**src/rtl/fir_input_sequencer_pkg.sv**
```systemverilog
// Shared types and constants for the FIR input sequencer.
//   DATA_W      : width of samples, coefficients and results
//   NUM_COEFF   : coefficients per set (F0..F3)
//   coeff_idx_t : index into the coefficient bank
//   seq_state_t : handshake sequencer states
package fir_seq_pkg;

  localparam int DATA_W    = 16;
  localparam int NUM_COEFF = 4;
  localparam int IDX_W     = 2;

  typedef logic [IDX_W-1:0] coeff_idx_t;

  typedef enum logic [2:0] {
    ST_IDLE    = 3'd0,
    ST_LOAD    = 3'd1,
    ST_WAIT_CH = 3'd2,
    ST_WAIT_CL = 3'd3,
    ST_SEND    = 3'd4,
    ST_WAIT_DH = 3'd5,
    ST_WAIT_DL = 3'd6,
    ST_CAPTURE = 3'd7
  } seq_state_t;

endpackage

```
**src/rtl/fir_input_sequencer_sample_fifo.sv**
```systemverilog
// Synchronous sample FIFO with registered full/empty flags.
//   clk, rst : clock, synchronous active-high reset
//   push/din : write request and data (dropped while full)
//   pop      : read request (ignored while empty); head shows the oldest entry
//   full/empty : occupancy flags
//   overrun  : sticky, set by a push attempted while full
module sample_fifo
  import fir_seq_pkg::*;
#(
  parameter int WIDTH = 16,
  parameter int DEPTH = 4
) (
  input  logic             clk,
  input  logic             rst,
  input  logic             push,
  input  logic [WIDTH-1:0] din,
  input  logic             pop,
  output logic [WIDTH-1:0] head,
  output logic             full,
  output logic             empty,
  output logic             overrun
);

  localparam int PTR_W = $clog2(DEPTH);
  localparam int CNT_W = PTR_W + 1;
  localparam logic [CNT_W-1:0] DEPTH_C = CNT_W'(DEPTH);

  logic [WIDTH-1:0] mem_r [DEPTH];
  logic [PTR_W-1:0] wr_ptr_r;
  logic [PTR_W-1:0] rd_ptr_r;
  logic [CNT_W-1:0] cnt_r;
  logic [CNT_W-1:0] cnt_nxt_s;
  logic             full_r;
  logic             empty_r;
  logic             overrun_r;
  logic             push_ok_s;
  logic             pop_ok_s;

  // Qualify requests against the current flags and work out the next occupancy.
  always_comb begin
    push_ok_s = push & ~full_r;
    pop_ok_s  = pop & ~empty_r;
    cnt_nxt_s = cnt_r;
    case ({push_ok_s, pop_ok_s})
      2'b10:   cnt_nxt_s = cnt_r + CNT_W'(1);
      2'b01:   cnt_nxt_s = cnt_r - CNT_W'(1);
      default: cnt_nxt_s = cnt_r;
    endcase
  end

  // Storage, pointers, occupancy and flags.
  always_ff @(posedge clk) begin
    if (rst) begin
      for (int i = 0; i < DEPTH; i++) mem_r[i] <= '0;
      wr_ptr_r  <= '0;
      rd_ptr_r  <= '0;
      cnt_r     <= '0;
      full_r    <= 1'b0;
      empty_r   <= 1'b1;
      overrun_r <= 1'b0;
    end else begin
      if (push_ok_s) begin
        mem_r[wr_ptr_r] <= din;
        wr_ptr_r        <= wr_ptr_r + PTR_W'(1);
      end
      if (pop_ok_s) rd_ptr_r <= rd_ptr_r + PTR_W'(1);
      cnt_r     <= cnt_nxt_s;
      full_r    <= (cnt_nxt_s == DEPTH_C);
      empty_r   <= (cnt_nxt_s == CNT_W'(0));
      overrun_r <= overrun_r | (push & full_r);
    end
  end

  assign head    = mem_r[rd_ptr_r];
  assign full    = full_r;
  assign empty   = empty_r;
  assign overrun = overrun_r;

endmodule

```
**src/rtl/fir_input_sequencer.sv**
```systemverilog
// Front end for the FIR filter: holds the coefficient bank and a sample FIFO,
// sequences the filter's load_coeff / data_ready handshakes off modwait edges,
// and parks each filter result in a valid/ack register.
//   coeff_wr/coeff_idx/coeff_in : bank write port (ignored while loading)
//   new_coeff_set               : request a bank load into the filter
//   sample_wr/sample_in         : FIFO push; sample_full/empty/overrun status
//   fir_coefficient/load_coeff  : coefficient handshake to the filter
//   sample_data/data_ready      : sample handshake to the filter
//   modwait/fir_out/err         : filter busy flag and result
//   result_data/err/valid/ack   : captured result to the consumer
//   coeff_loaded, timeout_err   : bank-loaded flag, sticky handshake timeout
module fir_input_sequencer
  import fir_seq_pkg::*;
#(
  parameter int DATA_W     = fir_seq_pkg::DATA_W,
  parameter int NUM_COEFF  = fir_seq_pkg::NUM_COEFF,
  parameter int FIFO_DEPTH = 4,
  parameter int TIMEOUT    = 32
) (
  input  logic              clk,
  input  logic              rst,
  input  logic              coeff_wr,
  input  logic [1:0]        coeff_idx,
  input  logic [DATA_W-1:0] coeff_in,
  input  logic              new_coeff_set,
  input  logic              sample_wr,
  input  logic [DATA_W-1:0] sample_in,
  output logic              sample_full,
  output logic              sample_empty,
  output logic              overrun,
  output logic [DATA_W-1:0] fir_coefficient,
  output logic              load_coeff,
  output logic [DATA_W-1:0] sample_data,
  output logic              data_ready,
  input  logic              modwait,
  input  logic [DATA_W-1:0] fir_out,
  input  logic              err,
  output logic [DATA_W-1:0] result_data,
  output logic              result_err,
  output logic              result_valid,
  input  logic              result_ack,
  output logic              coeff_loaded,
  output logic              timeout_err
);

  localparam int TMO_W = $clog2(TIMEOUT + 1);
  localparam logic [TMO_W-1:0] TMO_LAST = TMO_W'(TIMEOUT - 1);
  localparam coeff_idx_t       IDX_LAST = coeff_idx_t'(NUM_COEFF - 1);

  seq_state_t        state_r, state_nxt_s;
  logic [DATA_W-1:0] bank_r [NUM_COEFF];
  coeff_idx_t        idx_r, idx_nxt_s;
  logic [TMO_W-1:0]  tmo_cnt_r, tmo_cnt_nxt_s;
  logic              pending_r, pending_nxt_s;
  logic              coeff_loaded_r, coeff_loaded_nxt_s;
  logic              timeout_err_r, timeout_err_nxt_s;
  logic              load_coeff_r, load_coeff_nxt_s;
  logic              data_ready_r, data_ready_nxt_s;
  logic [DATA_W-1:0] fir_coefficient_r, fir_coefficient_nxt_s;
  logic [DATA_W-1:0] sample_data_r, sample_data_nxt_s;
  logic              result_valid_r;
  logic [DATA_W-1:0] result_data_r;
  logic              result_err_r;
  logic              capture_s;
  logic              fifo_pop_s;
  logic              bank_wr_ok_s;
  logic [DATA_W-1:0] fifo_head_s;
  logic              fifo_empty_s;

  sample_fifo #(
    .WIDTH (DATA_W),
    .DEPTH (FIFO_DEPTH)
  ) u_sample_fifo (
    .clk     (clk),
    .rst     (rst),
    .push    (sample_wr),
    .din     (sample_in),
    .pop     (fifo_pop_s),
    .head    (fifo_head_s),
    .full    (sample_full),
    .empty   (fifo_empty_s),
    .overrun (overrun)
  );

  // Next-state and next-output logic for the handshake sequencer.
  always_comb begin
    state_nxt_s           = state_r;
    idx_nxt_s             = idx_r;
    tmo_cnt_nxt_s         = tmo_cnt_r;
    pending_nxt_s         = pending_r | new_coeff_set;
    coeff_loaded_nxt_s    = coeff_loaded_r;
    timeout_err_nxt_s     = timeout_err_r;
    load_coeff_nxt_s      = load_coeff_r;
    data_ready_nxt_s      = data_ready_r;
    fir_coefficient_nxt_s = fir_coefficient_r;
    sample_data_nxt_s     = sample_data_r;
    fifo_pop_s            = 1'b0;
    capture_s             = 1'b0;
    case (state_r)
      ST_IDLE: begin
        // A reload request outranks sample traffic.
        if (new_coeff_set || pending_r) begin
          pending_nxt_s      = 1'b0;
          coeff_loaded_nxt_s = 1'b0;
          idx_nxt_s          = '0;
          state_nxt_s        = ST_LOAD;
        end else if (coeff_loaded_r && !fifo_empty_s && !modwait) begin
          state_nxt_s = ST_SEND;
        end else begin
          state_nxt_s = ST_IDLE;
        end
      end
      ST_LOAD: begin
        fir_coefficient_nxt_s = bank_r[idx_r];
        load_coeff_nxt_s      = 1'b1;
        tmo_cnt_nxt_s         = '0;
        state_nxt_s           = ST_WAIT_CH;
      end
      ST_WAIT_CH: begin
        if (modwait) begin
          load_coeff_nxt_s = 1'b0;
          state_nxt_s      = ST_WAIT_CL;
        end else if (tmo_cnt_r == TMO_LAST) begin
          timeout_err_nxt_s  = 1'b1;
          load_coeff_nxt_s   = 1'b0;
          coeff_loaded_nxt_s = 1'b0;
          state_nxt_s        = ST_IDLE;
        end else begin
          tmo_cnt_nxt_s = tmo_cnt_r + TMO_W'(1);
        end
      end
      ST_WAIT_CL: begin
        if (!modwait) begin
          if (idx_r == IDX_LAST) begin
            coeff_loaded_nxt_s = 1'b1;
            state_nxt_s        = ST_IDLE;
          end else begin
            idx_nxt_s   = idx_r + coeff_idx_t'(1);
            state_nxt_s = ST_LOAD;
          end
        end else begin
          state_nxt_s = ST_WAIT_CL;
        end
      end
      ST_SEND: begin
        sample_data_nxt_s = fifo_head_s;
        data_ready_nxt_s  = 1'b1;
        fifo_pop_s        = 1'b1;
        tmo_cnt_nxt_s     = '0;
        state_nxt_s       = ST_WAIT_DH;
      end
      ST_WAIT_DH: begin
        // On timeout the sample has already been popped and is simply lost.
        if (modwait) begin
          data_ready_nxt_s = 1'b0;
          state_nxt_s      = ST_WAIT_DL;
        end else if (tmo_cnt_r == TMO_LAST) begin
          timeout_err_nxt_s = 1'b1;
          data_ready_nxt_s  = 1'b0;
          state_nxt_s       = ST_IDLE;
        end else begin
          tmo_cnt_nxt_s = tmo_cnt_r + TMO_W'(1);
        end
      end
      ST_WAIT_DL: begin
        if (!modwait) begin
          state_nxt_s = ST_CAPTURE;
        end else begin
          state_nxt_s = ST_WAIT_DL;
        end
      end
      ST_CAPTURE: begin
        // Stall here while the previous result is still unacknowledged.
        if (!result_valid_r || result_ack) begin
          capture_s   = 1'b1;
          state_nxt_s = ST_IDLE;
        end else begin
          state_nxt_s = ST_CAPTURE;
        end
      end
      default: begin
        load_coeff_nxt_s = 1'b0;
        data_ready_nxt_s = 1'b0;
        state_nxt_s      = ST_IDLE;
      end
    endcase
  end

  // The bank must not change underneath an in-progress load.
  always_comb begin
    bank_wr_ok_s = 1'b0;
    case (state_r)
      ST_LOAD, ST_WAIT_CH, ST_WAIT_CL: bank_wr_ok_s = 1'b0;
      default:                         bank_wr_ok_s = coeff_wr;
    endcase
  end

  // Sequencer state and registered filter-side outputs.
  always_ff @(posedge clk) begin
    if (rst) begin
      state_r           <= ST_IDLE;
      idx_r             <= '0;
      tmo_cnt_r         <= '0;
      pending_r         <= 1'b0;
      coeff_loaded_r    <= 1'b0;
      timeout_err_r     <= 1'b0;
      load_coeff_r      <= 1'b0;
      data_ready_r      <= 1'b0;
      fir_coefficient_r <= '0;
      sample_data_r     <= '0;
    end else begin
      state_r           <= state_nxt_s;
      idx_r             <= idx_nxt_s;
      tmo_cnt_r         <= tmo_cnt_nxt_s;
      pending_r         <= pending_nxt_s;
      coeff_loaded_r    <= coeff_loaded_nxt_s;
      timeout_err_r     <= timeout_err_nxt_s;
      load_coeff_r      <= load_coeff_nxt_s;
      data_ready_r      <= data_ready_nxt_s;
      fir_coefficient_r <= fir_coefficient_nxt_s;
      sample_data_r     <= sample_data_nxt_s;
    end
  end

  // Coefficient bank.
  always_ff @(posedge clk) begin
    if (rst) begin
      for (int i = 0; i < NUM_COEFF; i++) bank_r[i] <= '0;
    end else if (bank_wr_ok_s) begin
      bank_r[coeff_idx] <= coeff_in;
    end
  end

  // Result register: a capture refills it, otherwise an ack empties it.
  always_ff @(posedge clk) begin
    if (rst) begin
      result_valid_r <= 1'b0;
      result_data_r  <= '0;
      result_err_r   <= 1'b0;
    end else if (capture_s) begin
      result_valid_r <= 1'b1;
      result_data_r  <= fir_out;
      result_err_r   <= err;
    end else if (result_ack) begin
      result_valid_r <= 1'b0;
    end
  end

  assign sample_empty    = fifo_empty_s;
  assign fir_coefficient = fir_coefficient_r;
  assign load_coeff      = load_coeff_r;
  assign sample_data     = sample_data_r;
  assign data_ready      = data_ready_r;
  assign result_data     = result_data_r;
  assign result_err      = result_err_r;
  assign result_valid    = result_valid_r;
  assign coeff_loaded    = coeff_loaded_r;
  assign timeout_err     = timeout_err_r;

endmodule

```
**config.mk**
```make
export PLATFORM = sky130hd
export DESIGN_NAME = fir_input_sequencer
export DESIGN_NICKNAME = d
export VERILOG_FILES = /design/src/rtl/fir_input_sequencer_pkg.sv /design/src/rtl/fir_input_sequencer_sample_fifo.sv /design/src/rtl/fir_input_sequencer.sv
export SDC_FILE = /design/constraint.sdc
export NUM_CORES = 1
export LEC_CHECK = 0
export CORE_MARGIN = 1.5
export CORE_UTILIZATION = 35
export CTS_CLUSTER_SIZE = 28
export DETAILED_ROUTE_END_ITERATION = 7
export GPL_ROUTABILITY_DRIVEN = 0
export MAX_ROUTING_LAYER = met4
export SYNTH_ARGS = -nofsm -noshare
export SYNTH_HDL_FRONTEND = slang
export SYNTH_SLANG_ARGS = --single-unit
```
**constraint.sdc**
```tcl
create_clock -name clk -period 7.5 [get_ports clk]
set_input_delay 2.25 -clock clk [delete_from_list [all_inputs] [get_ports clk]]
set_output_delay 2.25 -clock clk [all_outputs]
set_load 0.01 [all_outputs]
```
---- Yosys cells after proc, flatten, opt, wreduce, memory -nomap -nowiden ----
Memory sizes are Yosys's and may differ from the RTL's. A register that Yosys moved wholly into a read port is not among the register bits.
Cells that the tools add are included.
W data, S select, Z words.
storage, ports and cells
  bits in latches ......................... 0
  input bits .............................. 58
  bits in registers ....................... 44
  memories ................................ 2
  bits in read-only memories .............. 0
  logic and storage cells ................. 130
  output and inout bits ................... 57
  memory bits (writable) .................. 128
memory list
  name                 words  width  read ports  clocked after Yosys merged registers in  wr ports  line                                   source
  bank_r               4      16     1           1                                        4         fir_input_sequencer.sv:51              logic [DATA_W-1:0] bank_r [NUM_COEFF];
  u_sample_fifo.mem_r  4      16     1           1                                        4         fir_input_sequencer_sample_fifo.sv:28  logic [WIDTH-1:0] mem_r [DEPTH];
operators by class
  reduce and logical (&&, ||, !) cells .... 26
  order comparisons ....................... 0
  add/sub/neg operators ................... 6
  shift-type cells ........................ 0
  multipliers ............................. 0
  mux-type cells .......................... 49
  bitwise gates (word level) .............. 8
  divide/modulo/power cells ............... 0
  eq/ne operators ......................... 22
operator list
  kind                   count
  $mux W16               2
  $reduce_or A16 Y1      2
  $mux W1                26
  $pmux W3 S8            1
  $mux W3                7
  $ne A2 B2 Y1 const B   8
  $eq A3 B3 Y1 const B   5
  $mux W6                2
  $pmux W6 S2            1
  $mux W2                5
  $reduce_bool A2 Y1     5
  $add A2 B1 Y2 const B  3
  $add A6 B1 Y6 const B  1
  $eq A3 B2 Y1 const B   2
  $eq A6 B5 Y1 const B   1
  $logic_not A3 Y1       2
  $ne A3 B3 Y1 const B   2
  $pmux W3 S2            1
  $reduce_and A3 Y1      2
  $reduce_and A6 Y1      1
  $eq A2 B2 Y1 const B   2
  $pmux W1 S2            2
  $pmux W2 S2            1
  $reduce_and A2 Y1      2
  other kinds (15)       25

---- Depth between registers and ports, before layout ----
  depth after elaboration ................. 8
  depth in mapped cells ................... 9
  depth with buffers taken out ............ 9

---- By module ----
A second synthesis with hierarchy kept.
second synthesis, totals
  cells, all modules ...................... 710
  area total of the unflattened synthesis .. 8,834.7 um2
modules (own cells, without submodules)
  module               cells an instance  area an instance (um2)  seq. area each (um2)  instances
  fir_input_sequencer  500                5,481.5                 3,243.1               1
  sample_fifo          210                3,353.2                 2,162.1               1

---- Least setup slack after synthesis ----
No wires, ideal clock.
  path kind ............................... input to register
  start ................................... in sample_wr
  end ..................................... mem u_sample_fifo.mem_r[3][0] (enable)
  path buffers ............................ 1
  data arrival time ....................... 3.939 ns
  path slack .............................. 3.150 ns
  library setup time ...................... 0.411 ns
  cell stages on the path ................. 4
  data required time ...................... 7.089 ns
  cells stage by stage .................... nor2b_1 > clkbuf_1 > nand2_1 > o21ai_0
RTL lines
  what                line                                   source
  start: declaration  fir_input_sequencer.sv:26              input logic sample_wr,
  end: declaration    fir_input_sequencer_sample_fifo.sv:28

==> results.sh <==
export IMPL_cp_max_fo=20
export IMPL_antenna_found_initial=0
export IMPL_synth_seq_cells=204
export IMPL_htreeDepth=1
export IMPL_synthTopCellsByCount="edfxtp_1 (128), nand2_1 (109), and2_1 (96), dfxtp_1 (76), a21oi_1 (62)"
export IMPL_r2r_cells=4
export IMPL_powerDensity_nw_per_um2=244
export IMPL_period_needed_ns=4.87
export IMPL_syn_inst=698
export IMPL_post_dp_hpwl_um=12600
export IMPL_comb_power_share_pct=9.9
export IMPL_grt_max_degree=63
export IMPL_cts_num_sinks=204
export IMPL_die_h_um=160
export IMPL_rows=57
export IMPL_startpoint="sample_wr"
export IMPL_dp_slack_ns=2.12
export IMPL_setup_violations_final=0
export IMPL_start_kind="primary input"
export IMPL_p_leak_uw=0.00384
export IMPL_post_cts_buffers=0
export IMPL_first_pass_iters=4
export IMPL_pwr_share_clk_pct=40.5
export IMPL_tightestPinTransition_ns=1.20
export IMPL_grt_pass1_vias=5598
export IMPL_cts_root_buffer="clkbuf_16"
export IMPL_fmax_mhz=205
export IMPL_drv_cap=0
export IMPL_synth_area_leaders="edfxtp_1 (45%), dfxtp_1 (18%), mux4_2 (8.4%)"
export IMPL_reg2reg_setup_slack_ns=4.34
export IMPL_vias=5500
export IMPL_grt_pass1_wl_um=30700
export IMPL_synth_edff_count=128
export IMPL_p_int_uw=2010
export IMPL_syn_nets=760
export IMPL_area_growth_pct=25.0
export IMPL_drt_iter0_drc=328
export IMPL_cts_buffers=22
export IMPL_dieArea_um2=25500
export IMPL_status="finished clean"
export IMPL_drt_wl_total_um=19000
export IMPL_period_share_pct=65.0
export IMPL_ys_flop_type="edfxtp_1"
export IMPL_fill_cells=2257
export IMPL_hold_end="fir_coefficient[15]"
export IMPL_worstPathRequired_ns=7.66
export IMPL_drive_above_1_share_pct=10.4
export IMPL_overflow=0
export IMPL_synth_area_um2=8590
export IMPL_hold_class="reg -> reg"
export IMPL_crit_type="in -> reg"
export IMPL_avgSynthCellArea_um2=12.3
export IMPL_diodes=0
export IMPL_rsz0062_at_grt="no"
export IMPL_end_kind="register"
export IMPL_power_total_uw=2620
export IMPL_clock_latency_ns=0.51
export IMPL_fin_ws_ns=2.63
export IMPL_cts_tree="yes"
export IMPL_synth_seq_area_share_pct=62.4
export IMPL_yosys_warnings=0
export IMPL_slew_limit_headroom_pct=19.6
export IMPL_io_pins=115
export IMPL_setup_tns_final_ns=0
export IMPL_ctsHoldBuffers=0
export IMPL_vdd_drop_max_mv=0.107
export IMPL_regToRegEndpoint="bank_r[1][4]"
export IMPL_synth_most_common_cell="edfxtp_1"
export IMPL_viasPerCell=4.82
export IMPL_placement_io_buffers=114
export IMPL_floorplan_initialDensity_pct=35.5
export IMPL_hp_start="fir_coefficient[15]"
export IMPL_drv_slew=0
export IMPL_async_flop_share_pct=0
export IMPL_p_sw_share_pct=23.4
export IMPL_synth_top_area_share_pct=44.7
export IMPL_ctsLongestPathBuffers=3
export IMPL_rr_startpoint="state_r[2]"
export IMPL_postCtsResizedCells=0
export IMPL_hold_viol=0
export IMPL_fin_nets=864
export IMPL_drc=0
export IMPL_yosysTopAreaCell="edfxtp_1"
export IMPL_hold_path_cell_count=2
export IMPL_die_width_um=160
export IMPL_p_switching_uw=612
export IMPL_worstPathArrival_ns=5.03
export IMPL_p_seq_share_pct=49.7
export IMPL_finClkSkew_ns=0.0159
export IMPL_wl_per_cell_um=16.7
export IMPL_grt_use_total_pct=15.6
export IMPL_core_area_um2=24200
export IMPL_drtAntennaViolNets=0
export IMPL_clk_pin_slew_ns=0.06
export IMPL_synth_distinct_cells=46
-- worst max-delay path by stage --
stage / depth (start not counted) / end
detailed placement: 7 / u_sample_fifo.mem_r[1][4]
global route: 7 / u_sample_fifo.mem_r[1][9]
finish: 7 / u_sample_fifo.mem_r[1][0]
CTS: 7 / u_sample_fifo.mem_r[1][9]
floorplan: 4 / u_sample_fifo.mem_r[3][0]
global placement: 7 / u_sample_fifo.mem_r[1][4]
-- power groups by stage --
stage | clock (µW) | combinational [µW] | sequential (µW)
floorplan | 0 | 156 | 1310
global placement | 0 | 259 | 1320
detailed placement | 0 | 262 | 1330
CTS | 1090 | 262 | 1300
global route | 1140 | 285 | 1310
finish | 1060 | 258 | 1300
-- cell type report --
type	instances	area (µm²)	share of cell area, %
flip-flops and latches	204	5370	49.9
multi-input cells	440	3020	28.1
repair buffers	123	1200	11.2
clock buffers	30	601	5.59
well taps	324	405	3.77
clock inverters	10	108	1.00
inverters	11	41.3	0.384
-- registers in the layout (all words and copies together) (netlist names), 2 cells and up --
name / cells
bank_r: 64
fir_coefficient: 16
idx_r: 2
result_data: 16
sample_data: 16
state_r: 3
tmo_cnt_r: 6
u_sample_fifo.cnt_r: 3
u_sample_fifo.mem_r: 64
u_sample_fifo.rd_ptr_r: 2
u_sample_fifo.wr_ptr_r: 2
-- metrics by stage --
step,hold slack [ns],instances,area [µm²],util [%]
final,0.450,1142,10700,44.4
after global routing,0.472,1142,10700,44.4
after CTS,0.456,1142,10700,44.4
after detailed placement,0.447,1102,10000,41.5
after global placement,0.441,1102,10000,41.5
after floorplan,0.456,698,8590,-
-- routing by layer --
layer	routed length [µm]	vias to the layer above	part of all wire, %	GRT usage, %
met1	9020	2652	47	21.2
met4	302	0	1.6	4.25
met3	815	21	4.3	2.21
li1	-	2706	-	-
met5	0	-	0	-
met2	8890	121	47	24.6
-- worst max-delay path: stages --
cell,delay (ns)
clkdlybuf4s50_1,0.46
nor2b_1,0.13
buf_4,0.24
inv_1,0.13
nor2_1,0.77
and3_1,0.56
or2_2,0.45
-- cells by family (layout without fill, tap and decap cells) --
logic type	after synthesis	in the layout	share of synthesized area [%]
AO/OA/AOI/OAI	99	99	6.70
XOR/XNOR	7	7	0.713
AND/OR/NAND/NOR	296	296	18.3
buffers and inverters	54	174	2.59
multiplexers	34	34	8.62
adder cells (fa/ha/maj)	4	4	0.670
flip-flops	204	204	62.4
-- cells in the final DEF, fill, tap and decap left out, types with 4 or more instances in the layout --
cell               n
clkbuf_1           6
or4_1              4
and3_1            35
dfxtp_1           76
edfxtp_1         128
clkbuf_16         22
xor2_1             4
nand2_1          109
clkdlybuf4s50_1  113
nand3_1            7
inv_1             11
o21ai_0            7
or2_2              4
nand2b_1           5
clkinv_2           4
mux4_2            32
a21boi_0           4
a21oi_1           62
a211oi_1           5
o31ai_1            5
nor2b_1            6
buf_4              9
and2_1            96
nor2_1            18
No activity file was read; power rests on OpenSTA's default activity.
